<file path="src/rtl/wb_arbiter_pkg.sv">
// Shared constants for the register-file writeback arbiter: widths,
// the x0 register, the write-enable level and the requester indices.
package wb_arbiter_pkg;

    localparam int REG_ADDR_WIDTH = 5;
    localparam int REG_DATA_WIDTH = 32;
    localparam int NUM_REGS       = 1 << REG_ADDR_WIDTH;
    localparam int NUM_WB_REQ     = 4;

    localparam logic [REG_ADDR_WIDTH-1:0] ZeroReg     = '0;
    localparam logic                      WriteEnable = 1'b1;

    // Requester slots; index 0 is the highest fixed priority.
    localparam int REQ_ALU = 0;
    localparam int REQ_LSU = 1;
    localparam int REQ_MDU = 2;
    localparam int REQ_CSR = 3;

    // Width of a pointer that can name any of n requesters (never zero).
    function automatic int ptr_width(input int n);
        return (n > 1) ? $clog2(n) : 1;
    endfunction

endpackage

</file>
<file path="src/rtl/wb_arbiter_if.sv">
// Writeback request bundle between the execution units and the arbiter.
// Handshake: a requester raises req_valid_i[k] with its address/data and
// holds all three stable until the cycle in which req_ready_o[k] is also
// high; that cycle is the transfer. Dropping valid early is illegal.
// req_ready_o is one-hot or zero and never depends on address or data.
interface wb_arbiter_if
    import wb_arbiter_pkg::*;
#(
    parameter int NUM_REQ = NUM_WB_REQ
) ();

    logic [NUM_REQ-1:0]                req_valid_i;
    logic [NUM_REQ*REG_ADDR_WIDTH-1:0] req_addr_i;
    logic [NUM_REQ*REG_DATA_WIDTH-1:0] req_data_i;
    logic [NUM_REQ-1:0]                req_ready_o;

    modport master (
        output req_valid_i,
        output req_addr_i,
        output req_data_i,
        input  req_ready_o
    );

    modport slave (
        input  req_valid_i,
        input  req_addr_i,
        input  req_data_i,
        output req_ready_o
    );

endinterface

</file>
<file path="src/rtl/wb_rr_picker.sv">
// Combinational one-hot picker: the search starts at ptr_i and wraps,
// so a constant zero pointer gives plain lowest-index-wins priority.
module wb_rr_picker
    import wb_arbiter_pkg::*;
#(
    parameter int NUM_REQ = NUM_WB_REQ,
    parameter int PTR_W   = ptr_width(NUM_REQ)
) (
    input  logic [NUM_REQ-1:0] valid_i,
    input  logic [PTR_W-1:0]   ptr_i,
    output logic [NUM_REQ-1:0] grant_o
);

    int   idx;
    logic found;

    // First valid requester at or after the pointer, wrapping around.
    always_comb begin
        grant_o = '0;
        found   = 1'b0;
        idx     = 0;
        for (int i = 0; i < NUM_REQ; i++) begin
            idx = int'(ptr_i) + i;
            if (idx >= NUM_REQ) begin
                idx = idx - NUM_REQ;
            end
            if (!found && valid_i[idx[PTR_W-1:0]]) begin
                grant_o[idx[PTR_W-1:0]] = 1'b1;
                found                   = 1'b1;
            end
        end
    end

endmodule

</file>
<file path="src/rtl/wb_arbiter.sv">
// Register-file write-port arbiter with pending-write scoreboard.
// Build option WB_ARB_RR_EN: when defined, priority rotates past each
// winner; when undefined, fixed priority with the lowest index winning.
module wb_arbiter
    import wb_arbiter_pkg::*;
#(
    parameter int NUM_REQ = NUM_WB_REQ
) (
    input  logic                      clk,
    input  logic                      rst,
    wb_arbiter_if.slave               req_if,
    input  logic                      issue_valid_i,
    input  logic [REG_ADDR_WIDTH-1:0] issue_rd_i,
    input  logic [REG_ADDR_WIDTH-1:0] raddr1_i,
    input  logic [REG_ADDR_WIDTH-1:0] raddr2_i,
    output logic                      rs1_busy_o,
    output logic                      rs2_busy_o,
    output logic [NUM_REGS-1:0]       busy_mask_o,
    output logic                      we_o,
    output logic [REG_ADDR_WIDTH-1:0] waddr_o,
    output logic [REG_DATA_WIDTH-1:0] wdata_o
);

    localparam int PTR_W = ptr_width(NUM_REQ);

    logic [NUM_REQ-1:0]        pick;
    logic [NUM_REQ-1:0]        grant;
    logic                      grant_any;
    logic [PTR_W-1:0]          ptr;
    logic [REG_ADDR_WIDTH-1:0] gnt_addr;
    logic [REG_DATA_WIDTH-1:0] gnt_data;

    logic [NUM_REGS-1:0]       busy_q, busy_d;
    logic                      we_q, we_d;
    logic [REG_ADDR_WIDTH-1:0] waddr_q, waddr_d;
    logic [REG_DATA_WIDTH-1:0] wdata_q, wdata_d;

`ifdef WB_ARB_RR_EN
    logic [PTR_W-1:0] ptr_q, ptr_d;
    logic [PTR_W-1:0] grant_idx;

    // Encode the one-hot grant so the pointer can step past the winner.
    always_comb begin
        grant_idx = '0;
        for (int k = 0; k < NUM_REQ; k++) begin
            if (grant[k]) begin
                grant_idx = PTR_W'(k);
            end
        end
    end

    // Winner becomes lowest priority next time; hold when nothing granted.
    always_comb begin
        ptr_d = ptr_q;
        if (grant_any) begin
            ptr_d = (int'(grant_idx) == NUM_REQ - 1) ? '0 : grant_idx + 1'b1;
        end
    end

    // Rotating-priority pointer register.
    always_ff @(posedge clk) begin
        if (rst) begin
            ptr_q <= '0;
        end else begin
            ptr_q <= ptr_d;
        end
    end

    assign ptr = ptr_q;
`else
    assign ptr = '0;
`endif

    wb_rr_picker #(
        .NUM_REQ (NUM_REQ),
        .PTR_W   (PTR_W)
    ) u_picker (
        .valid_i (req_if.req_valid_i),
        .ptr_i   (ptr),
        .grant_o (pick)
    );

    // No grant while in reset, so nothing in flight survives it.
    assign grant              = rst ? '0 : pick;
    assign grant_any          = |grant;
    assign req_if.req_ready_o = grant;

    // Route the winner's address and data toward the write-port registers.
    always_comb begin
        gnt_addr = '0;
        gnt_data = '0;
        for (int k = 0; k < NUM_REQ; k++) begin
            if (grant[k]) begin
                gnt_addr = req_if.req_addr_i[k*REG_ADDR_WIDTH +: REG_ADDR_WIDTH];
                gnt_data = req_if.req_data_i[k*REG_DATA_WIDTH +: REG_DATA_WIDTH];
            end
        end
    end

    // Scoreboard and write-port next state; a new issue beats a same-address retire.
    always_comb begin
        busy_d  = busy_q;
        we_d    = 1'b0;
        waddr_d = waddr_q;
        wdata_d = wdata_q;
        if (grant_any) begin
            waddr_d = gnt_addr;
            wdata_d = gnt_data;
            if (gnt_addr != ZeroReg) begin
                we_d             = WriteEnable;
                busy_d[gnt_addr] = 1'b0;
            end
        end
        if (issue_valid_i && (issue_rd_i != ZeroReg)) begin
            busy_d[issue_rd_i] = 1'b1;
        end
        busy_d[0] = 1'b0;
    end

    // Scoreboard and registered write port.
    always_ff @(posedge clk) begin
        if (rst) begin
            busy_q  <= '0;
            we_q    <= 1'b0;
            waddr_q <= '0;
            wdata_q <= '0;
        end else begin
            busy_q  <= busy_d;
            we_q    <= we_d;
            waddr_q <= waddr_d;
            wdata_q <= wdata_d;
        end
    end

    // A write on we_o has already cleared its bit, so it reads as not busy
    // and the register file forwards the data.
    assign rs1_busy_o  = (raddr1_i != ZeroReg) && busy_q[raddr1_i];
    assign rs2_busy_o  = (raddr2_i != ZeroReg) && busy_q[raddr2_i];
    assign busy_mask_o = busy_q;
    assign we_o        = we_q;
    assign waddr_o     = waddr_q;
    assign wdata_o     = wdata_q;

endmodule

</file>
<file path="src/flat_wrapper.sv">
// flat-port wrapper written by rule: the top's interface ports become plain ports
module wb_arbiter_flat import wb_arbiter_pkg::*;
#(
    parameter int NUM_REQ = NUM_WB_REQ
)
  (clk, rst, issue_valid_i, issue_rd_i, raddr1_i, raddr2_i, rs1_busy_o, rs2_busy_o, busy_mask_o, we_o, waddr_o, wdata_o, req_if_req_valid_i, req_if_req_addr_i, req_if_req_data_i, req_if_req_ready_o);
  wb_arbiter_if #(.NUM_REQ(NUM_REQ)) req_if_i ();
  input  logic clk;
  input  logic rst;
  input  logic issue_valid_i;
  input  logic [REG_ADDR_WIDTH-1:0] issue_rd_i;
  input  logic [REG_ADDR_WIDTH-1:0] raddr1_i;
  input  logic [REG_ADDR_WIDTH-1:0] raddr2_i;
  output logic rs1_busy_o;
  output logic rs2_busy_o;
  output logic [NUM_REGS-1:0] busy_mask_o;
  output logic we_o;
  output logic [REG_ADDR_WIDTH-1:0] waddr_o;
  output logic [REG_DATA_WIDTH-1:0] wdata_o;
  input wire logic [$bits(req_if_i.req_valid_i)-1:0] req_if_req_valid_i;
  input wire logic [$bits(req_if_i.req_addr_i)-1:0] req_if_req_addr_i;
  input wire logic [$bits(req_if_i.req_data_i)-1:0] req_if_req_data_i;
  output wire logic [$bits(req_if_i.req_ready_o)-1:0] req_if_req_ready_o;
  assign req_if_i.req_valid_i = req_if_req_valid_i;
  assign req_if_i.req_addr_i = req_if_req_addr_i;
  assign req_if_i.req_data_i = req_if_req_data_i;
  assign req_if_req_ready_o = req_if_i.req_ready_o;
  wb_arbiter #(.NUM_REQ(NUM_REQ)) u_core (.clk(clk), .rst(rst), .req_if(req_if_i), .issue_valid_i(issue_valid_i), .issue_rd_i(issue_rd_i), .raddr1_i(raddr1_i), .raddr2_i(raddr2_i), .rs1_busy_o(rs1_busy_o), .rs2_busy_o(rs2_busy_o), .busy_mask_o(busy_mask_o), .we_o(we_o), .waddr_o(waddr_o), .wdata_o(wdata_o));
endmodule
</file>
<file path="config.mk">
export PLATFORM = sky130hd
export DESIGN_NAME = wb_arbiter_flat
export DESIGN_NICKNAME = d
export VERILOG_FILES = /design/src/rtl/wb_arbiter_pkg.sv /design/src/rtl/wb_arbiter_if.sv /design/src/rtl/wb_rr_picker.sv /design/src/rtl/wb_arbiter.sv /design/src/flat_wrapper.sv
export SDC_FILE = /design/constraint.sdc
export NUM_CORES = 1
export LEC_CHECK = 0
export BUFFER_PORTS_ARGS = -buffer_cell sky130_fd_sc_hd__buf_2
export CAP_MARGIN = 20
export CORE_MARGIN = 4
export CORE_UTILIZATION = 40
export DETAILED_ROUTE_END_ITERATION = 8
export PLACE_DENSITY = 0.77
export SLEW_MARGIN = 0
export SYNTH_ARGS = -nofsm -noshare
export SYNTH_HDL_FRONTEND = slang
export SYNTH_SLANG_ARGS = --single-unit
</file>
<file path="constraint.sdc">
create_clock -name clk -period 5.6 [get_ports clk]
set_input_delay 0.28 -clock clk [delete_from_list [all_inputs] [get_ports clk]]
set_output_delay 0.28 -clock clk [all_outputs]
set_load 0.1 [all_outputs]
</file>
# == Yosys cells after proc, flatten, opt, wreduce, memory -nomap -nowiden ==
# Index checks and enable logic that the tools add are counted.
# classes
magnitude_cmp,6
reduce_logical,17
mul,0
n_eq_ne,0
div_mod_pow,0
bitwise_logic,4
add_sub_neg,0
shift,0
muxes,28
# op_table
op,count
$mux W32,7
$and A32 B32 Y32,1
$not A32 Y32,1
$or A32 B32 Y32,1
$lt A5 B6 Y1 const B,4
$mux W5,4
$reduce_bool A5 Y1,4
$bmux W1 S5,2
$demux W1 S5,2
$ge A5 B1 Y1 const B,2
$mux W1,9
$logic_and A1 B1 Y1,8
$mux W4,2
$reduce_or A4 Y1,1
$logic_not A1 Y1,3
$mux W3,1
$mux W2,1
$reduce_or A2 Y1,1
$not A1 Y1,1
# totals
register_bits,70
in_bits,170
latchBits,0
wordCells,60
mem_bits_ro,0
out_inout_bits,76
memories,0
mem_bits_rw,0

# == Depth between registers and ports, before layout ==
# logic_depth
ltp_word,25
depth_mapped,9
ltp_nobuf,6

# == By module ==
# From an unflattened synthesis, not the netlist that was laid out.
# unflattened
hier_cells,552
area_unflattened_um2,4608.2
# modules_own_cells
module,area_each_um2,cells_each,instances,seq_area_each_um2
wb_arbiter,4305.4,522,1,1381.3
wb_rr_picker,302.8,30,1,0.0

# == Worst setup path after synthesis ==
# OpenSTA, ideal clock, no wires.
# synth_path
path_type,in2reg
startpoint,input rst
endpoint,register u_core.wdata_q[16] (netlist: u_core.wdata_o[16])
slack_ns,3.018
required_time_ns,5.525
stages,6
setup_time_ns,0.075
t_arrival_ns,2.508
n_path_buf,3
cell_sequence,buf_2 -> buf_1 -> nor3b_1 -> clkbuf_1 -> a22oi_1 -> a31oi_1
# synth_via
elab_cells_between_ends,6
cone_classes,5 x mux; 1 x reduce/logical
# synth_rtl
item,line_no,text
start: declaration,flat_wrapper.sv:9,input logic rst;
$mux W4 (*),wb_arbiter.sv:84,assign grant = rst ? '0 : pick;
named net req_if_req_ready_o[1],flat_wrapper.sv:23,output wire logic [$bits(req_if_i.req_ready_o)-1:0] req_if_req_ready_o;
$mux W32 (3 in a row),wb_arbiter.sv:93,if (grant[k]) begin
end signal: assignment,wb_arbiter.sv:131,wdata_q <= wdata_d;
end: declaration,wb_arbiter.sv:36,"logic [REG_DATA_WIDTH-1:0] wdata_q, wdata_d;"
# Mark *: on every way through the listed nets, which the timed path passes. The rest lies on a longest branch.
# A chain may end at the register's enable or synchronous reset.

# == Worst setup path in the final report ==
# layout_path
startpoint,input rst
endpoint,register u_core.busy_q[17] (netlist: u_core.busy_mask_o[17])
# layout_via
elab_chain_len,15
elab_cells_between_ends,18
cone_classes,2 x order compare; 10 x mux; 3 x bitwise; 3 x reduce/logical
# layout_rtl
item,line_no,text
$mux W4,wb_arbiter.sv:84,
$mux W5 (4 in a row),wb_arbiter.sv:93,
$lt A5 B6 Y1 (not written as such) or $ge A5 B1 Y1 (tied branches),wb_arbiter.sv:111,busy_d[gnt_addr] = 1'b0;
$logic_and A1 B1 Y1 (not written as such),wb_arbiter.sv:111,
$mux W1 (not written as such),wb_arbiter.sv:111,
$demux W1 S5,wb_arbiter.sv:111,
$not A32 Y32 (no source line),n/a,
$and A32 B32 Y32 (no source line),n/a,
$mux W32,wb_arbiter.sv:109,if (gnt_addr != ZeroReg) begin
$mux W32,wb_arbiter.sv:106,if (grant_any) begin
$or A32 B32 Y32 (no source line),n/a,
$mux W32,wb_arbiter.sv:114,if (issue_valid_i && (issue_rd_i != ZeroReg)) begin
end signal: assignment,wb_arbiter.sv:128,busy_q <= busy_d;
end: declaration,wb_arbiter.sv:33,"logic [NUM_REGS-1:0] busy_q, busy_d;"
# Several ways; a longest one is shown, not always the timed one.

==> flow_summary.yaml <==
logic_synthesis:
  syn_nets: 574
  async_flop_share_pct: 0
  yosys_register_bits: 69
  syn_area_per_cell_um2: 9.22
  syn_area_um2: 3720
  synthFlopType: "dfxtp_1"
  synth_edf_count: 0
  yosysWarnings: 0
  netlist_instances: 404
  ys_seq_area_share_pct: 37.1
  ys_types: 41
global_route:
  grt_pass1_vias: 4494
  grt_max_degree: 44
  grt_usage_pct: 26.4
  antenna_found_initial: 1
  grt_pass1_wl_um: 23300
  grt_overflow: 0
clocking:
  cts_resized: 0
  postCtsSetupBuffers: 0
  cts_buffers: 9
  clockRootBuffer: "clkbuf_8"
  cts_max_path_buffers: 2
  cts_tree: "done"
  ctsHoldBuffers: 0
  clock-sinks: 69
  cts.htree.levels: 3
  insertion_delay_ns: 0.34
  clk_pin_slew_ns: 0.08
timing:
  fmax_ghz: 0.378
  period_share_pct: 47.2
  setup_viol: 0
  finalHoldViolations: 0
  relSlewSlack_pct: 39.1
  fin_crit_ns: 2.65
  fin_ws_ns: 2.95
  setup_tns_ns: 0
  slew_viol_final: 0
  tightest_slew_ns: 0.912
  clock_skew_ns: 0
  rsz0062_at_grt: "false"
critical_path:
  critPathKind: "primary input to register"
  cp_max_fo: 43
  arrival_ns: 2.86
  start_kind: "primary input"
  cp.required_ns: 5.82
  endpoint_kind: "register"
route:
  drt_iter0_markers: 309
  num_vias: 4477
  first_pass_iters: 5
  routed_via_density: 6.06
  ant_nets: 0
  drt_wl_total_um: 14700
  wl_per_cell_um: 19.9
  drc: 0
layout:
  syn2layout_area_growth_pct: 39.3
  nets: 795
  fin_util_pct: 58.4
  drive_above_1_share_pct: 47.0
die:
  fp.coreArea_um2: 8890
  design.die.area_um2: 10900
  placementRows: 34
  start_util_pct: 41.9
  die_w_um: 105
  ios: 246
  die_h_um: 105
outcome:
  status: "finished clean"
power_and_ir_drop:
  total_power_w: 0.00132
  leakagePower_nw: 2.31
  vdd_drop_max_v: 0.000151
  power_density_nw_per_um2: 255
placement:
  dp.final_hpwl_um: 11600
  gp_congestion: 0.878
  portBuffers: 244
  place_ws_ns: 2.67
min_path:
  hold_path.class: "primary input to register"
run:
  cap_violations: 0
-- layout make-up --
| cell class | instances | area [um2] |
|---|---|---|
| multi-input combinational | 288 | 2160 |
| fill | 829 | 3700 |
| clock buffer | 10 | 138 |
| clock inverter | 6 | 86.3 |
| sequential | 69 | 1380 |
| tap | 108 | 135 |
| antenna | 1 | 2.50 |
| inverter | 8 | 30.0 |
| timing repair buffer | 249 | 1260 |
-- final timing paths --
kind	startpoint	end	cells past startpoint	slack (ns)
setup / recovery	rst	u_core.busy_mask_o[17]$_SDFF_PP0_	6	2.95
setup reg to reg	u_core.busy_mask_o[21]$_SDFF_PP0_	u_core.busy_mask_o[21]$_SDFF_PP0_	2	4.83
hold reg to reg	u_core.waddr_o[2]$_SDFFE_PP0N_	u_core.waddr_o[2]$_SDFFE_PP0N_	1	0.47
hold / removal	req_if_req_data_i[127]	u_core.wdata_o[31]$_SDFFE_PP0N_	3	0.19
-- kinds of logic after synthesis --
| family | count (synthesis) | synth area share [%] |
|---|---|---|
| other | 1 | 0.101 |
| multiplexers | 22 | 12.1 |
| AND/OR/NAND/NOR | 84 | 11.7 |
| flip-flops | 69 | 37.1 |
| buffers and inverters | 47 | 5.34 |
| AO/OA/AOI/OAI | 181 | 33.7 |
-- registers in the layout (all words and copies together) (netlist names) --
| name | cells |
|---|---|
| u_core.we_o | 1 |
| u_core.busy_mask_o | 31 |
| u_core.wdata_o | 32 |
| u_core.waddr_o | 5 |
-- placed cells by master (no fill, tap or decap), types with 3 or more instances in the layout --
cell type	instances
buf_2	244
clkbuf_8	10
a31oi_1	32
o211ai_1	31
o21ai_0	33
a221oi_1	3
nor2_1	4
buf_4	5
mux4_2	18
a21o_1	5
nand2b_1	5
nand2_1	42
a22oi_1	65
mux2_2	4
inv_1	8
nand3_1	6
nand3b_1	8
dfxtp_1	69
a211o_1	3
-- synthesized netlist by cell type (2+ instances only) --
library cell	count	area share, %
nand3_1	6	0.81
nand2_1	42	4.2
a22oi_1	65	13
a22o_1	2	0.47
buf_2	6	0.81
nand2b_1	5	0.84
inv_1	8	0.81
nand3b_1	8	1.6
nor2_1	4	0.40
o211ai_1	31	6.2
a21o_1	5	1.0
a221o_1	2	0.54
a31oi_1	32	5.4
nor4_1	2	0.34
buf_4	2	0.40
and2_1	2	0.34
a211o_1	3	0.71
a221oi_1	3	0.71
mux4_2	18	11
nand4_1	2	0.34
o21ai_0	33	4.4
dfxtp_1	69	37
mux2_2	4	1.2
or2_2	2	0.34
or3_1	2	0.34
nor2b_1	3	0.50
clkbuf_1	29	2.9
-- metrics by stage --
| step | hold WS [ns] | area (um2) | instances |
|---|---|---|---|
| after floorplan | 0.420 | 3720 | 404 |
| after global placement | 0.447 | 4960 | 722 |
| final | 0.191 | 5190 | 739 |
| after detailed placement | 0.449 | 4960 | 722 |
| after global routing | 0.181 | 5190 | 739 |
| after CTS | 0.181 | 5190 | 738 |
-- critical path, stage by stage --
cell,delay [ns]
buf_2,0.65
inv_1,0.69
a31o_2,0.44
or3b_1,0.44
o211ai_1,0.20
o21ai_0,0.11
-- power breakdown --
part	internal (W)	leakage, nW	total (W)	switching, W
clock network	0.000262	0.112	0.000456	0.000194
logic	0.0000960	1.63	0.000345	0.000249
registers	0.000510	0.563	0.000523	0.0000133
total	0.000868	2.31	0.00132	0.000456
-- per-layer routing --
| layer | track usage (%) | vias to the layer above | share of wire (%) | wire length [um] |
|---|---|---|---|---|
| li1 | - | 2041 | - | - |
| met5 | 0 | - | 0 | 0 |
| met4 | 9.97 | 0 | 2.5 | 364 |
| met1 | 31.9 | 2148 | 38 | 5540 |
| met3 | 8.63 | 27 | 10 | 1530 |
| met2 | 43.7 | 261 | 49 | 7280 |
(Power assumes the default switching activity.)
